[config.mk]
export PLATFORM = sky130hd
export DESIGN_NAME = sram_port_arbiter
export DESIGN_NICKNAME = d
export VERILOG_FILES = /design/src/rtl/sram_port_arbiter_pkg.sv /design/src/rtl/sram_prio_select.sv /design/src/rtl/sram_port_arbiter.sv
export SDC_FILE = /design/constraint.sdc
export NUM_CORES = 1
export LEC_CHECK = 0
export CORE_AREA = 2 2 106 108
export DETAILED_ROUTE_END_ITERATION = 6
export DIE_AREA = 0 0 108 110
export DONT_BUFFER_PORTS = 1
export PLACE_DENSITY = 0.35
export SYNTH_ARGS = -nofsm -noshare
export SYNTH_HDL_FRONTEND = slang
export SYNTH_SLANG_ARGS = --single-unit
export TNS_END_PERCENT = 100
[constraint.sdc]
create_clock -name clk -period 2.1 [get_ports clk]
set_input_delay 0.315 -clock clk [delete_from_list [all_inputs] [get_ports clk]]
set_output_delay 0.315 -clock clk [all_outputs]
set_load 0.03 [all_outputs]
[src/rtl/sram_port_arbiter_pkg.sv]
// Shared CPU package: owner-state encoding and arbiter defaults used by the
// single-port SRAM arbiter and its grant-select sub-module.
package sram_port_arbiter_pkg;

    // Which requester was granted in the previous cycle (owns the SRAM read
    // data returning this cycle).
    typedef enum logic [1:0] {
        OWNER_NONE = 2'd0,
        OWNER_INST = 2'd1,
        OWNER_DATA = 2'd2
    } owner_e;

    // Consecutive denied fetch cycles tolerated before fetch is forced to win.
    localparam int STARVE_MAX_DEFAULT = 4;

    // Width of a counter that must hold values 0..max inclusive.
    function automatic int starve_cnt_width(input int max);
        return (max < 1) ? 1 : $clog2(max + 1);
    endfunction

endpackage : sram_port_arbiter_pkg

[src/rtl/sram_prio_select.sv]
// Grant selection between the fetch and memory-stage requesters. Data wins
// by default; fetch wins once it has been denied STARVE_MAX cycles in a row.
// Purely combinational; the two grants are one-hot or both zero.
module sram_prio_select #(
    parameter int CNT_W      = 3,
    parameter int STARVE_MAX = 4
) (
    input  logic             inst_req,
    input  logic             data_req,
    input  logic [CNT_W-1:0] starve_cnt,
    output logic             inst_gnt,
    output logic             data_gnt
);

    logic starved;

    assign starved = (starve_cnt == CNT_W'(STARVE_MAX));

    // Fixed data-over-inst priority with starvation override.
    // NOTE: every output gets a default at the top of the block so no path
    // leaves it unassigned; without that the tool would infer a latch.
    always_comb begin
        inst_gnt = 1'b0;
        data_gnt = 1'b0;
        if (inst_req && (starved || !data_req)) begin
            inst_gnt = 1'b1;
        end else if (data_req) begin
            data_gnt = 1'b1;
        end
    end

endmodule : sram_prio_select

[src/rtl/sram_port_arbiter.sv]
// Single-port SRAM arbiter for a CPU fetch port and a memory-stage port.
// Grants are decided combinationally in the request cycle and drive the SRAM
// directly; read data returns one cycle later, steered by the owner register.
module sram_port_arbiter
    import sram_port_arbiter_pkg::*;
#(
    parameter int ADDR_W     = 32,
    parameter int DATA_W     = 32,
    parameter int STARVE_MAX = STARVE_MAX_DEFAULT
) (
    input  logic              clk,
    input  logic              reset,

    input  logic              inst_req,
    input  logic [ADDR_W-1:0] inst_addr,
    output logic              inst_gnt,
    output logic              inst_rvalid,
    output logic [DATA_W-1:0] inst_rdata,

    input  logic              data_req,
    input  logic [ADDR_W-1:0] data_addr,
    input  logic [3:0]        data_wen,
    input  logic [DATA_W-1:0] data_wdata,
    output logic              data_gnt,
    output logic              data_rvalid,
    output logic [DATA_W-1:0] data_rdata,

    output logic              sram_en,
    output logic [3:0]        sram_wen,
    output logic [ADDR_W-1:0] sram_addr,
    output logic [DATA_W-1:0] sram_wdata,
    input  logic [DATA_W-1:0] sram_rdata
);

    localparam int CNT_W = starve_cnt_width(STARVE_MAX);

    logic [CNT_W-1:0] starve_cnt_q, starve_cnt_d;
    owner_e           owner_q, owner_d;
    logic             inst_req_eff, data_req_eff;

    // Requests are masked while in reset so no grant or SRAM access escapes.
    assign inst_req_eff = inst_req && !reset;
    assign data_req_eff = data_req && !reset;

    sram_prio_select #(
        .CNT_W      (CNT_W),
        .STARVE_MAX (STARVE_MAX)
    ) u_prio_select (
        .inst_req   (inst_req_eff),
        .data_req   (data_req_eff),
        .starve_cnt (starve_cnt_q),
        .inst_gnt   (inst_gnt),
        .data_gnt   (data_gnt)
    );

    // SRAM command mux: the granted requester drives the SRAM, idle is all-zero.
    always_comb begin
        sram_en    = 1'b0;
        sram_wen   = 4'b0000;
        sram_addr  = '0;
        sram_wdata = '0;
        if (inst_gnt) begin
            sram_en   = 1'b1;
            sram_addr = inst_addr;
        end else if (data_gnt) begin
            sram_en    = 1'b1;
            sram_wen   = data_wen;
            sram_addr  = data_addr;
            sram_wdata = data_wdata;
        end
    end

    // Next-state: starvation count saturates while fetch waits, clears otherwise;
    // owner records this cycle's grant for next cycle's completion.
    always_comb begin
        starve_cnt_d = '0;
        if (inst_req_eff && !inst_gnt) begin
            starve_cnt_d = (starve_cnt_q == CNT_W'(STARVE_MAX))
                         ? starve_cnt_q
                         : starve_cnt_q + CNT_W'(1);
        end

        owner_d = OWNER_NONE;
        if (inst_gnt) begin
            owner_d = OWNER_INST;
        end else if (data_gnt) begin
            owner_d = OWNER_DATA;
        end
    end

    // State registers with synchronous reset.
    // NOTE: sequential state uses non-blocking assignments so every register
    // samples pre-edge values regardless of statement order.
    always_ff @(posedge clk) begin
        if (reset) begin
            starve_cnt_q <= '0;
            owner_q      <= OWNER_NONE;
        end else begin
            starve_cnt_q <= starve_cnt_d;
            owner_q      <= owner_d;
        end
    end

    // Completion signalling: fixed one-cycle latency from grant. Gated by reset
    // so an access granted just before reset never reports completion.
    assign inst_rvalid = (owner_q == OWNER_INST) && !reset;
    assign data_rvalid = (owner_q == OWNER_DATA) && !reset;
    assign inst_rdata  = sram_rdata;
    assign data_rdata  = sram_rdata;

endmodule : sram_port_arbiter

==> summary.txt <==
Status
  • Run status: completed

Logic synthesis
  • Top_reg_cell synth: dfxtp_1
  • Post-synth cell types: 21
  • Adder-Cell Fraction of Synth Area: ~1.9%
  • Mapped Area: between 1000 and 1500 µm²
  • Avg Cell Area, Syn: around 7.8 µm²
  • Async SR Flop Fraction: 0%
  • Ys Warns: 0
  • Synth Area in Simple Gates: between 20% and 30%
  • Sequential cell area fraction in the yosys report: approximately 7.6%
  • FF+latch count, synth: 5
  • XOR/XNOR share of the synthesized area: 0%
  • Largest family of logic cells by synthesized area: buffers and inverters
  • Synth Net Count: approximately 310
  • Synth Area in Compound Gates: between 20% and 30%
  • Post-synth EDFFs: 0
  • Post-Synthesis Cells: 168
  • Mux contribution to synthesized area: less than 1%

Global route
  • Met2 Use GR: between 10% and 20%
  • Largest net degree at the start of global routing: 34
  • GR peak layer: met2
  • Wire length of the first global-routing pass: approximately 5600 µm
  • Vias in the first global route: ~1100
  • Total grt overflow: 0
  • Grt met1 use: about 6.9%
  • GR Util met3: under 10%
  • Antenna violations before repair: 0
  • Tot GR Track Use: 6.06%

Pwr
  • Clk pwr share: between 20% and 30%
  • Pint: between 0.5 and 0.6 mW
  • Pleak: 1.03 nW
  • Maximum VDD drop: approximately 230 µV
  • Pwr Density: 334 nW/µm²
  • Sw Ratio: 37.8%
  • Combinational Power Share: between 60% and 70%
  • Sequential Power Share: between 10% and 20%
  • Psw: between 0.3 and 0.4 mW

Setup path
  • Crit. Startpoint: starve_cnt_q[0]$_SDFFE_PP0P_
  • Worst R2R End: owner_q[1]$_SDFF_PP0_
  • Setup crit start kind: register
  • Critical Path RT: roughly 1800 ps
  • Reg-to-reg slack, setup: around 1100 ps
  • R2r startpoint: starve_cnt_q[0]$_SDFFE_PP0P_
  • Crit path capture type: output pin
  • Peak fanout along the critical path: 8
  • R2R depth: 3
  • Critical path class: reg -> out
  • Critical Path AT: between 1500 and 2000 ps

Hold path
  • Hold path endpoint: owner_q[1]$_SDFF_PP0_
  • Hold Path Class: in -> reg
  • WHS Path Cells: 1
  • Hold path startpoint: reset

Detailed routing
  • First DRT Iteration DRCs: 13
  • DRC violations left: 0
  • Antenna Nets Post-Route: 0
  • Pre-antenna DRT Iters: 4
  • WL/cell: ~17 µm
  • Vias/cell: ~3.8
  • Vias: 1238
  • Routed WL: ~5400 µm

Cells and area
  • Footprint of the multi-input gates: 758 µm²
  • NumNets Final: between 300 and 400
  • Finished Cell Area: 2410 µm²
  • Share of cells above drive strength 1: 69.6%
  • FF/Latch Area: approximately 100 µm²
  • Fin util: between 20 and 25%
  • Fill cells: between 1000 and 1500
  • Synth-to-Final Area Change: 83.6%
  • ANT cells: 0
  • Cell Count, Final, Fillers Out: about 320

Clock tree
  • # H-tree levels: 1
  • CTS Buf Count: 3
  • Root Buffer: clkbuf_8
  • Clock tree buffer depth: 2
  • Clock Latency Late Sink: between 200 and 250 ps
  • TritonCTS Sinks: 5
  • Hold buffer count at CTS: 0
  • Reg clk slew, reported paths: around 40 ps
  • CTS tree: done

Place
  • Placed cells: between 300 and 400
  • Port buffer count: 0
  • GP Congestion: 0.625
  • Post-DP HPWL: around 3500 µm
  • Pre-CTS WS: about 150 ps
  • Placed inst area: ~1900 µm²

STA
  • Final setup vio count: 0
  • Setup TNS: 0 ps
  • Post-layout min period: ~2100 ps
  • Fin crit share: 98.2%
  • FMAX: 0.485 GHz
  • RSZ-0062 raised after global routing: true
  • Max-slew headroom: 62.2%
  • Worst slew pin tran: about 560 ps
  • Worst Slack Setup Final: between 30 and 40 ps
  • Max-slew violations: 0
  • Layout Skew: 2.64 ps
  • Final Hold Fails: 0

Die
  • Die area: roughly 12000 µm²
  • Site row count: 38
  • Die extent in y: approximately 110 µm
  • Initial Util: 12.3%
  • Num ports: approximately 270
  • Core region area: around 11000 µm²
  • Die X: 108 µm

Run
  • Max-cap check violation count: 0
flip-flops by register name, summed over array words and instances (netlist names):
name          flops
starve_cnt_q      3
owner_q           2
synthesized netlist by cell type, types with 2 or more instances:
cell | count | area share, %
nor3b_1 | 3 | 1.7
a22o_1 | 32 | 21
inv_1 | 2 | 0.57
nor2_1 | 4 | 1.1
dfxtp_1 | 5 | 7.6
buf_4 | 67 | 38
buf_2 | 2 | 0.76
nand2_1 | 2 | 0.57
buf_6 | 2 | 1.7
ha_1 | 2 | 1.9
clkbuf_1 | 2 | 0.57
and2_1 | 36 | 17
power by group through the flow:
stage / combinational (mW) / sequential (mW) / clock [mW]
floorplan: 0.464 / 0.101 / 0
global placement: 0.417 / 0.101 / 0
detailed placement: 0.418 / 0.101 / 0
CTS: 0.445 / 0.100 / 0.186
global route: 0.546 / 0.100 / 0.191
finish: 0.523 / 0.100 / 0.182
layer usage:
layer / vias to the layer above / share of wire (%) / routed length, µm
met5: - / 0 / 0
met3: 16 / 9.2 / 494
met4: 0 / 2.0 / 108
met1: 567 / 39 / 2080
li1: 545 / - / -
met2: 110 / 50 / 2710
final cells by class:
cell class / instances / area share [%]
sequential: 5 / 4.25
inverter: 3 / 0.467
multi-input combinational: 86 / 31.4
tap: 140 / 7.26
clock buffer: 4 / 1.87
timing repair buffer: 86 / 54.7
worst max-delay path by stage:
stage	endpoint	slack, ps
2_1_floorplan	sram_wdata[18]	190
3_3_place_gp	sram_wdata[10]	200
3_5_place_dp	sram_wdata[17]	150
4_1_cts	sram_wdata[17]	3
5_1_grt	sram_addr[21]	-40
6_report	sram_addr[18]	40
layout by cell type (no fill, tap or decap), drive strengths merged, types with 3 or more instances in the layout:
master / instances
inv: 3
buf: 80
clkbuf: 10
and2: 36
nor2: 4
a22o: 32
dfxtp: 5
nor3b: 3
worst max-delay path: stages, from the launching register on:
cell and delay (ps):
dfxtp_2 330, inv_2 50, ha_4 170, a311oi_4 280
buf_6 230, buf_6 180, a22o_1 140, buf_4 150
stage by stage:
step	total power [mW]	hold WS, ps
2_1_floorplan	0.565	387
3_3_place_gp	0.518	410
3_5_place_dp	0.519	403
4_1_cts	0.731	173
5_1_grt	0.838	175
6_report	0.805	180
repair_timing:
action                     CTS  global route
cloned                       1             8
setup buffers                2             2
gates resized for setup     22            47
setup endpoints to repair   68            68
pin swaps                    1            13
kinds of logic (layout without fill, tap and decap cells):
kind of cell | Yosys count | in the layout
buffers and inverters | 77 | 93
multiplexers | 1 | 1
AO/OA/AOI/OAI | 36 | 36
flip-flops | 5 | 5
AND/OR/NAND/NOR | 47 | 47
adder cells (fa/ha/maj) | 2 | 2
(Power assumes the default switching activity.)
